===== config.mk =====
export PLATFORM = sky130hd
export DESIGN_NAME = alu_issue_scheduler
export DESIGN_NICKNAME = d
export VERILOG_FILES = /design/src/rtl/alu_pkg.sv /design/src/rtl/rr_pick_first.sv /design/src/rtl/alu_issue_scheduler.sv
export SDC_FILE = /design/constraint.sdc
export NUM_CORES = 1
export LEC_CHECK = 0
export ABC_AREA = 0
export ABC_CLOCK_PERIOD_IN_PS = 22500
export CAP_MARGIN = 10
export CELL_PAD_IN_SITES_DETAIL_PLACEMENT = 1
export CELL_PAD_IN_SITES_GLOBAL_PLACEMENT = 2
export CORE_AREA = 3 3 457 459
export DETAILED_ROUTE_END_ITERATION = 6
export DIE_AREA = 0 0 460 462
export HOLD_SLACK_MARGIN = 0.15
export PLACE_DENSITY_LB_ADDON = 0.1
export SLEW_MARGIN = 20
export SYNTH_ARGS = -nofsm -noshare
export SYNTH_HDL_FRONTEND = slang
export SYNTH_SLANG_ARGS = --single-unit

===== constraint.sdc =====
create_clock -name clk -period 22.5 [get_ports clk]
set_input_delay 6.75 -clock clk [delete_from_list [all_inputs] [get_ports clk]]
set_output_delay 6.75 -clock clk [all_outputs]
set_load 0.005 [all_outputs]

===== src/rtl/alu_pkg.sv =====
// Shared definitions for the ALU issue stage.
//   - Lane-data field widths (OPT_W, DATA_W, DR_W)
//   - Optype encodings OPT_ADD (1) .. OPT_SW (10); 7..10 are memory ops
//   - is_valid_op(): optype may be issued at all
//   - is_mem_op():   optype must go to the memory lane and needs LSQ space
package alu_pkg;

  localparam int OPT_W  = 4;
  localparam int DATA_W = 32;
  localparam int DR_W   = 6;

  localparam logic [OPT_W-1:0] OPT_ADD  = 4'd1;
  localparam logic [OPT_W-1:0] OPT_SUB  = 4'd2;
  localparam logic [OPT_W-1:0] OPT_AND  = 4'd3;
  localparam logic [OPT_W-1:0] OPT_OR   = 4'd4;
  localparam logic [OPT_W-1:0] OPT_XOR  = 4'd5;
  localparam logic [OPT_W-1:0] OPT_ADDI = 4'd6;
  localparam logic [OPT_W-1:0] OPT_LW   = 4'd7;
  localparam logic [OPT_W-1:0] OPT_LB   = 4'd8;
  localparam logic [OPT_W-1:0] OPT_SB   = 4'd9;
  localparam logic [OPT_W-1:0] OPT_SW   = 4'd10;

  function automatic logic is_valid_op(input logic [OPT_W-1:0] op);
    return (op >= OPT_ADD) && (op <= OPT_SW);
  endfunction

  function automatic logic is_mem_op(input logic [OPT_W-1:0] op);
    return (op >= OPT_LW) && (op <= OPT_SW);
  endfunction

endpackage


===== src/rtl/rr_pick_first.sv =====
// Rotating-priority first-pick: returns the first set request at or after
// ptr, wrapping around modulo N.
//   req   in   N      request vector
//   ptr   in   log2N  highest-priority index
//   grant out  N      one-hot winner (zero when found=0)
//   idx   out  log2N  winner index
//   found out  1      any request set
module rr_pick_first #(
  parameter  int N = 8,
  localparam int W = $clog2(N)
) (
  input  logic [N-1:0] req,
  input  logic [W-1:0] ptr,
  output logic [N-1:0] grant,
  output logic [W-1:0] idx,
  output logic         found
);

  logic [N-1:0] rot;
  logic [W-1:0] enc;

  // Rotate so that entry ptr lands on bit 0; W-bit index sum wraps mod N.
  always_comb begin
    rot = '0;
    for (int i = 0; i < N; i++) rot[i] = req[W'(i) + ptr];
  end

  always_comb begin
    enc   = '0;
    found = 1'b0;
    for (int i = N - 1; i >= 0; i--) begin
      if (rot[i]) begin
        enc   = W'(i);
        found = 1'b1;
      end
    end
  end

  assign idx = enc + ptr;

  always_comb begin
    grant = '0;
    if (found) grant[idx] = 1'b1;
  end

endmodule


===== src/rtl/alu_issue_scheduler.sv =====
// Issue-stage scheduler: picks up to NUM_ALU ready RS entries per cycle in
// round-robin order and loads them into per-lane issue registers.
//   clk, rstn            clock / async active-low reset
//   flush, cdb_stall     squash (clears lanes + pointer) / freeze
//   lsq_ready            memory op may issue this cycle
//   rs_req, rs_optype, rs_src1, rs_src2, rs_imm, rs_dr   RS entry inputs
//   rs_grant             combinational grant pulse back to the RS
//   alu_number, alu_optype, alu_src1, alu_src2, alu_imm, alu_dr   lane regs
//   rr_ptr               current highest-priority entry
module alu_issue_scheduler
  import alu_pkg::*;
#(
  parameter  int NUM_RS   = 8,
  parameter  int NUM_ALU  = 3,
  parameter  int MEM_LANE = 0,
  localparam int PTR_W    = $clog2(NUM_RS),
  localparam int LANE_W   = (NUM_ALU > 1) ? $clog2(NUM_ALU) : 1
) (
  input  logic                      clk,
  input  logic                      rstn,
  input  logic                      flush,
  input  logic                      cdb_stall,
  input  logic                      lsq_ready,
  input  logic [NUM_RS-1:0]         rs_req,
  input  logic [NUM_RS*OPT_W-1:0]   rs_optype,
  input  logic [NUM_RS*DATA_W-1:0]  rs_src1,
  input  logic [NUM_RS*DATA_W-1:0]  rs_src2,
  input  logic [NUM_RS*DATA_W-1:0]  rs_imm,
  input  logic [NUM_RS*DR_W-1:0]    rs_dr,
  output logic [NUM_RS-1:0]         rs_grant,
  output logic [NUM_ALU-1:0]        alu_number,
  output logic [NUM_ALU*OPT_W-1:0]  alu_optype,
  output logic [NUM_ALU*DATA_W-1:0] alu_src1,
  output logic [NUM_ALU*DATA_W-1:0] alu_src2,
  output logic [NUM_ALU*DATA_W-1:0] alu_imm,
  output logic [NUM_ALU*DR_W-1:0]   alu_dr,
  output logic [PTR_W-1:0]          rr_ptr
);

  logic [NUM_RS-1:0] elig_alu;
  logic [NUM_RS-1:0] elig_mem;

  always_comb begin
    elig_alu = '0;
    elig_mem = '0;
    for (int i = 0; i < NUM_RS; i++) begin
      if (rs_req[i] && is_valid_op(rs_optype[i*OPT_W +: OPT_W])) begin
        if (is_mem_op(rs_optype[i*OPT_W +: OPT_W])) elig_mem[i] = 1'b1;
        else                                         elig_alu[i] = 1'b1;
      end
    end
  end

  // Only the first memory op in scan order matters; the rest wait.
  logic [NUM_RS-1:0] mem_oh;
  logic [PTR_W-1:0]  mem_idx;
  logic              mem_found;

  rr_pick_first #(.N(NUM_RS)) u_pick_mem (
    .req  (elig_mem),
    .ptr  (rr_ptr),
    .grant(mem_oh),
    .idx  (mem_idx),
    .found(mem_found)
  );

  // Cascade: pick k sees the non-memory requests minus picks 0..k-1.
  logic [NUM_RS-1:0]  pick_oh  [NUM_ALU];
  logic [PTR_W-1:0]   pick_idx [NUM_ALU];
  logic [NUM_ALU-1:0] pick_vld;

  for (genvar k = 0; k < NUM_ALU; k++) begin : g_pick
    logic [NUM_RS-1:0] req_in;
    if (k == 0) begin : g_head
      assign req_in = elig_alu;
    end else begin : g_tail
      assign req_in = g_pick[k-1].req_in & ~pick_oh[k-1];
    end
    rr_pick_first #(.N(NUM_RS)) u_pick (
      .req  (req_in),
      .ptr  (rr_ptr),
      .grant(pick_oh[k]),
      .idx  (pick_idx[k]),
      .found(pick_vld[k])
    );
  end

  // When a memory op is pending, MEM_LANE is held for it even if the LSQ is
  // full, and the non-memory picks shift onto the remaining lanes.
  logic [NUM_ALU-1:0] lane_vld;
  logic [PTR_W-1:0]   lane_sel [NUM_ALU];
  logic [NUM_RS-1:0]  grant_raw;
  logic [LANE_W-1:0]  slot;

  always_comb begin
    lane_vld  = '0;
    grant_raw = '0;
    slot      = '0;
    for (int l = 0; l < NUM_ALU; l++) lane_sel[l] = '0;
    for (int l = 0; l < NUM_ALU; l++) begin
      if (mem_found && (l == MEM_LANE)) begin
        if (lsq_ready) begin
          lane_vld[l] = 1'b1;
          lane_sel[l] = mem_idx;
          grant_raw   = grant_raw | mem_oh;
        end
      end else begin
        slot = (mem_found && (l > MEM_LANE)) ? LANE_W'(l - 1) : LANE_W'(l);
        if (pick_vld[slot]) begin
          lane_vld[l] = 1'b1;
          lane_sel[l] = pick_idx[slot];
          grant_raw   = grant_raw | pick_oh[slot];
        end
      end
    end
  end

  // Next pointer: one past the last granted entry in scan order.
  logic [PTR_W-1:0] ptr_next;

  always_comb begin
    ptr_next = rr_ptr;
    for (int off = 0; off < NUM_RS; off++) begin
      if (grant_raw[rr_ptr + PTR_W'(off)]) ptr_next = rr_ptr + PTR_W'(off + 1);
    end
  end

  assign rs_grant = (rstn && !flush && !cdb_stall) ? grant_raw : '0;

  always_ff @(posedge clk or negedge rstn) begin
    if (!rstn) begin
      alu_number <= '0;
      alu_optype <= '0;
      alu_src1   <= '0;
      alu_src2   <= '0;
      alu_imm    <= '0;
      alu_dr     <= '0;
      rr_ptr     <= '0;
    end else if (flush) begin
      alu_number <= '0;
      rr_ptr     <= '0;
    end else if (!cdb_stall) begin
      alu_number <= lane_vld;
      rr_ptr     <= ptr_next;
      for (int l = 0; l < NUM_ALU; l++) begin
        if (lane_vld[l]) begin
          alu_optype[l*OPT_W +: OPT_W]   <= rs_optype[lane_sel[l]*OPT_W +: OPT_W];
          alu_src1[l*DATA_W +: DATA_W]   <= rs_src1[lane_sel[l]*DATA_W +: DATA_W];
          alu_src2[l*DATA_W +: DATA_W]   <= rs_src2[lane_sel[l]*DATA_W +: DATA_W];
          alu_imm[l*DATA_W +: DATA_W]    <= rs_imm[lane_sel[l]*DATA_W +: DATA_W];
          alu_dr[l*DR_W +: DR_W]         <= rs_dr[lane_sel[l]*DR_W +: DR_W];
        end
      end
    end
  end

endmodule

# Word-level counts from Yosys, hierarchy flattened
# Index checks and enable logic that the tools add are counted.
# Widths: inputs -> output; s select.
# word_totals
inputBits	861
word_cells	372
out_inout_bits	332
ff_bits	324
# op_classes
n_bitwise	10
shift	15
multipliers	3
n_reduce_logical	37
n_mux	233
eq_ne	2
order_cmp	44
add_sub_neg	11
# op_table
operator	count
$shiftx 256x9->32	9
$mux 3	53
$shiftx 48x7->6	3
$bmux 1 s3	40
$mux 1	116
$mux 8	13
$shiftx 32x6->4	3
$lt 3x4->1 const B	12
$bmux 8 s2	2
$ge 4x1->1 const B	8
$ge 4x3->1 const B	8
$le 4x4->1 const B	8
$logic_and 1x1->1	30
$and 8x8->8	2
$not 8->8	2
$or 8x8->8	2
$mul 3x2->5 const B	3
$add 3x3->3	4
$add 3x3->3 const A	4
$bmux 3 s2	2
$demux 1 s3	4
$ge 3x1->1 const B	4
$reduce_and 3->1	4
$reduce_bool 8->1	1
12 further kinds	18

# Depth between registers and ports, before layout
# depth
depth_word	75
ltp_mapped	62

# Hierarchy
# From an unflattened synthesis, not the netlist that was laid out.
# unflattened
hier_cells	5516
area_unflattened_um2	37154.4
# by_module_without_submodules
mod	area_each_um2	seq_area_each_um2	n_inst	cells_each
alu_issue_scheduler	33350.7	8107.8	1	5128
rr_pick_first	950.9	0.0	4	97

# Worst setup path after synthesis
# Ideal clock, no wire load.
# synth_timing
kind	input-to-output
from	input rs_optype[4]
to	output rs_grant[6]
stages	45
slack_ps	-28
path_buffers	2
arrival_time_ps	15778
path_cell_list	or3_1 and3_1 mux4_2 mux2i_1 o221ai_1 a22o_1 a31oi_1 nor3_1 ha_1 fa_1 nor4_2 nor4_4 a21oi_1 o22ai_1 a311o_1 or2_2 o2bb2ai_1 nand2_1 [9 not listed] nor3_1 or2_2 clkbuf_1 nand3_1 o311ai_0 nor2_1 a41o_1 o32ai_1 a21oi_1 nor3_1 a221oi_1 ha_1 inv_1 fa_1 or3_1 a31oi_1 nand2_1 a21oi_1
# synth_between
elab_chain_len	64
# synth_lines
element	line	source
start, declared	alu_issue_scheduler.sv:25	input logic [NUM_RS*OPT_W-1:0] rs_optype,
$ge 4x3->1 (tied with other cells)	alu_pkg.sv:28	return (op >= OPT_LW) && (op <= OPT_SW);
$logic_and 1x1->1 (on tied branches)	alu_pkg.sv:28, alu_pkg.sv:24	
$mux 1 or $logic_and 1x1->1 (tied branches)	alu_issue_scheduler.sv:48, alu_issue_scheduler.sv:47	
$mux 1	alu_issue_scheduler.sv:47	if (rs_req[i] && is_valid_op(rs_optype[i*OPT_W +: OPT_W])) begin
$bmux 1 s3	rr_pick_first.sv:25	for (int i = 0; i < N; i++) rot[i] = req[W'(i) + ptr];
$mux 1 (not written as such)	rr_pick_first.sv:25	
$mux 3 (8 in series)	rr_pick_first.sv:32	if (rot[i]) begin
$add 3x3->3	rr_pick_first.sv:39	assign idx = enc + ptr;
[40 not listed]	-	
$mux 8	rr_pick_first.sv:43	if (found) grant[idx] = 1'b1;
$bmux 8 s2	alu_issue_scheduler.sv:112	grant_raw = grant_raw | pick_oh[slot];
$mux 8 (not written as such) (2 in series)	alu_issue_scheduler.sv:112	
$or 8x8->8	alu_issue_scheduler.sv:112	
$mux 8	alu_issue_scheduler.sv:109	if (pick_vld[slot]) begin
$or 8x8->8	alu_issue_scheduler.sv:112	
$mux 8 (*)	alu_issue_scheduler.sv:109	
$mux 8 (*)	alu_issue_scheduler.sv:128	assign rs_grant = (rstn && !flush && !cdb_stall) ? grant_raw : '0;
end, declared	alu_issue_scheduler.sv:30	output logic [NUM_RS-1:0] rs_grant,
# Mark *: on every way between the ends. The rest lies on a longest branch, timed or not. The select of a mux whose other input is x is not followed.

# Final worst setup path
# layout_timing
from	input rs_optype[17]
to	output rs_grant[4]
# Same word-level chain as after synthesis.

==> impl_metrics.json <==
{
  "r2r-end": "rr_ptr[2]$_DFFE_PN0P_",
  "tightest_slew_ps": 1430,
  "layout_common_cells": "nand2_1 (1,790), clkdlybuf4s50_1 (1,143), o21ai_0 (416), nor2_1 (391), buf_4 (351)",
  "slew_violations": 0,
  "synth_area_leaders": "dfrtp_1 (21%), nand2_1 (18%), clkbuf_1 (5.7%), o21ai_0 (5.6%), a31oi_1 (5.5%)",
  "yosys_warnings": 0,
  "worstHoldPathType": "reg2reg",
  "grt_pass1_wl_um": 456000,
  "yosys.area.top_type": "dfrtp_1",
  "finClkSkew_ps": 39.1,
  "drtAntennaViolNets": 0,
  "dp_cells": 9611,
  "grt_util_met2_pct": 48.4,
  "syn_avg_cell_area_um2": 6.28,
  "reg2reg_slack_ps": 8930,
  "path_clk_slew_ps": 60,
  "vias": 54300,
  "fin_tns_setup_ps": -2520,
  "cpPeakStageDelay_ps": 540,
  "cts_tree": "yes",
  "grt_pass1_vias": 53900,
  "r2r_cells": 59,
  "io_pins": 1193,
  "register_area_mm2": 0.00811,
  "yosysTopAreaCellShare_pct": 21.5,
  "finalSetupViolCount": 8,
  "die_h_um": 462,
  "htree_levels": 2,
  "grtUsageTotal_pct": 29.8,
  "final_hold_viol_count": 0,
  "grt_use_met1_pct": 37.7,
  "dr.first_iter.drc_count": 4037,
  "ys_ff_latch": 324,
  "whs_ps": 478,
  "synth_nets": 6879,
  "top_usage_layer": "met2",
  "rsz0062_at_grt": "true",
  "status": "finished, violations left",
  "place_area_mm2": 0.0538,
  "worst_ep_arrival_time_ps": 16140,
  "finalCritPeriodShare_pct": 102,
  "numPortBuffers": 1192,
  "endpoint_kind": "primary output",
  "synth-main-ff-cell": "dfrtp_1",
  "grt_antenna_before_repair": 192,
  "synth_area_mm2": 0.0377,
  "setup_slack_ps": -394,
  "core-area_mm2": 0.205,
  "endpoint": "rs_grant[4]",
  "cp_common_cell": "buf_6",
  "multi_input_area_mm2": 0.0281,
  "timing.rr.start": "rr_ptr[0]$_DFFE_PN0P_",
  "viasPerCell": 5.51,
  "relSlewSlack_pct": 4.50,
  "drc": 0,
  "clock_latency_ps": 730,
  "cts_buffer_depth": 3,
  "dp_hpwl_um": 236000,
  "cp_slowest_cell": "or4_4",
  "syn_inst": 6008,
  "grt_max_degree": 147,
  "timing.fmax_mhz": 43.7,
  "drive_above_1_share_pct": 10.1,
  "required_ps": 15750,
  "nNetsFinal": 7882,
  "ys_seq_area_share_pct": 21.5,
  "crit_path_start": "rs_optype[17]",
  "cts_buffers": 56,
  "cts-root-buf": "clkbuf_16",
  "rows": 166,
  "crit_path_max_fanout": 4,
  "place.gp.congestion": 0.932,
  "finalInstanceArea_mm2": 0.0569,
  "post-route-min-period_ps": 22890,
  "synthDistinctLibCells": 98,
  "grt_util_met3_pct": 7.95,
  "synth_edf_count": 0,
  "die_area_mm2": 0.213,
  "maxCapViolations": 0,
  "initial_core_util_pct": 18.4,
  "dr.pass1.iters": 5,
  "crit_type": "in2out",
  "cp-start-kind": "input pin",
  "die_w_um": 460,
  "fill_cells": 25000,
  "drt-total-wl_um": 332000,
  "failed_checks": "setup timing",
  "wire_per_inst_um": 33.7,
  "stdcell_count": 9845,
  "area_growth_pct": 50.9,
  "async_reset_ff_share_pct": 100,
  "clock-sinks": 324,
  "final_common_cell": "nand2_1",
  "holdBufCountCts": 0,
  "overflow": 0
}
## sequential cells by signal, summed over array words and instances, names as in the netlist
signal and flops:
alu_dr 18, alu_imm 96, alu_number 3, alu_optype 12, alu_src1 96, alu_src2 96, rr_ptr 3
## repair_timing
item / 4_1_cts / 5_1_grt
gates resized for setup: 256 / 44
setup endpoints to repair: 8 / 8
endpoints found under the hold margin: 0 / 0
setup buffers: 20 / 10
pin swaps: 50 / 37
## cell usage after synthesis (all sizes together), types with 10 or more instances
master and instances:
nand2 1797, clkbuf 569, o21ai 456, nor2 404
a31oi 333, dfrtp 324, nand3 242, nor3 239
and3 219, o311ai 218, a21oi 142, and2 118
o211ai 118, or3 115, a211oi 112, o221ai 111
a311oi 108, buf 63, mux2i 39, o22ai 20
mux4 18, nand2b 18, inv 16, nor2b 14
o21a 12, a21boi 10, nand4 10
## metal layers
layer  up-vias  wire length (µm)
met4        94             12700
li1      24000                 -
met5         -               636
met3       505             25400
met2      1977            152000
met1     27700            140000
## stage by stage
stage                     utilization [%]  worst slack [ps]
after floorplan                         -              66.5
after detailed placement             26.3             -2080
after global routing                 27.7              -774
after CTS                            27.6              -184
after global placement               26.3             -2060
final                                27.8              -394
## cell families (layout without fill, tap and decap cells)
kind of cell | count (synthesis) | after routing | share of synthesized area [%]
buffers and inverters | 649 | 1699 | 6.52
xor gates and xnor gates | 10 | 10 | 0.252
other | 0 | 99 | 0
AOI/OAI and AO/OA | 1743 | 1743 | 31.7
DFF | 324 | 324 | 21.5
muxes | 65 | 65 | 2.37
adders and majority gates | 10 | 10 | 0.411
and+or+nand+nor | 3207 | 3207 | 37.3
## worst max-delay path: cells and delay by family
| kind | cells | cell delay [ps] |
|---|---|---|
| xor+xnor | 1 | 120 |
| mux | 6 | 1700 |
| buf+inv | 12 | 1610 |
| compound gates | 14 | 2230 |
| simple gates | 11 | 1740 |
| fa+ha+maj | 6 | 1950 |
## layout make-up
cell class	count	share of cell area, %
diodes	99	0.435
multi-input cells	5035	49.3
inverters	17	0.116
flip-flops and latches	324	14.2
clock inverters	25	0.607
well taps	2688	5.91
repair buffers	1577	26.4
clock buffers	80	2.95
## how the worst min path moves through the flow
stage | from | to | slack [ps] | cells after the start
after CTS | alu_imm[41]$_DFFE_PN0P_ | alu_imm[41]$_DFFE_PN0P_ | 480 | 2
after global placement | alu_src2[69]$_DFFE_PN0P_ | alu_src2[69]$_DFFE_PN0P_ | 460 | 2
after detailed placement | alu_imm[41]$_DFFE_PN0P_ | alu_imm[41]$_DFFE_PN0P_ | 470 | 2
final | alu_imm[73]$_DFFE_PN0P_ | alu_imm[73]$_DFFE_PN0P_ | 480 | 2
after floorplan | alu_dr[10]$_DFFE_PN0P_ | alu_dr[10]$_DFFE_PN0P_ | 470 | 2
after global routing | alu_src1[36]$_DFFE_PN0P_ | alu_src1[36]$_DFFE_PN0P_ | 500 | 2
Power is left out: the tool's default activity adds up to more than one toggle a clock period on the data nets, which glitch-free logic cannot reach.
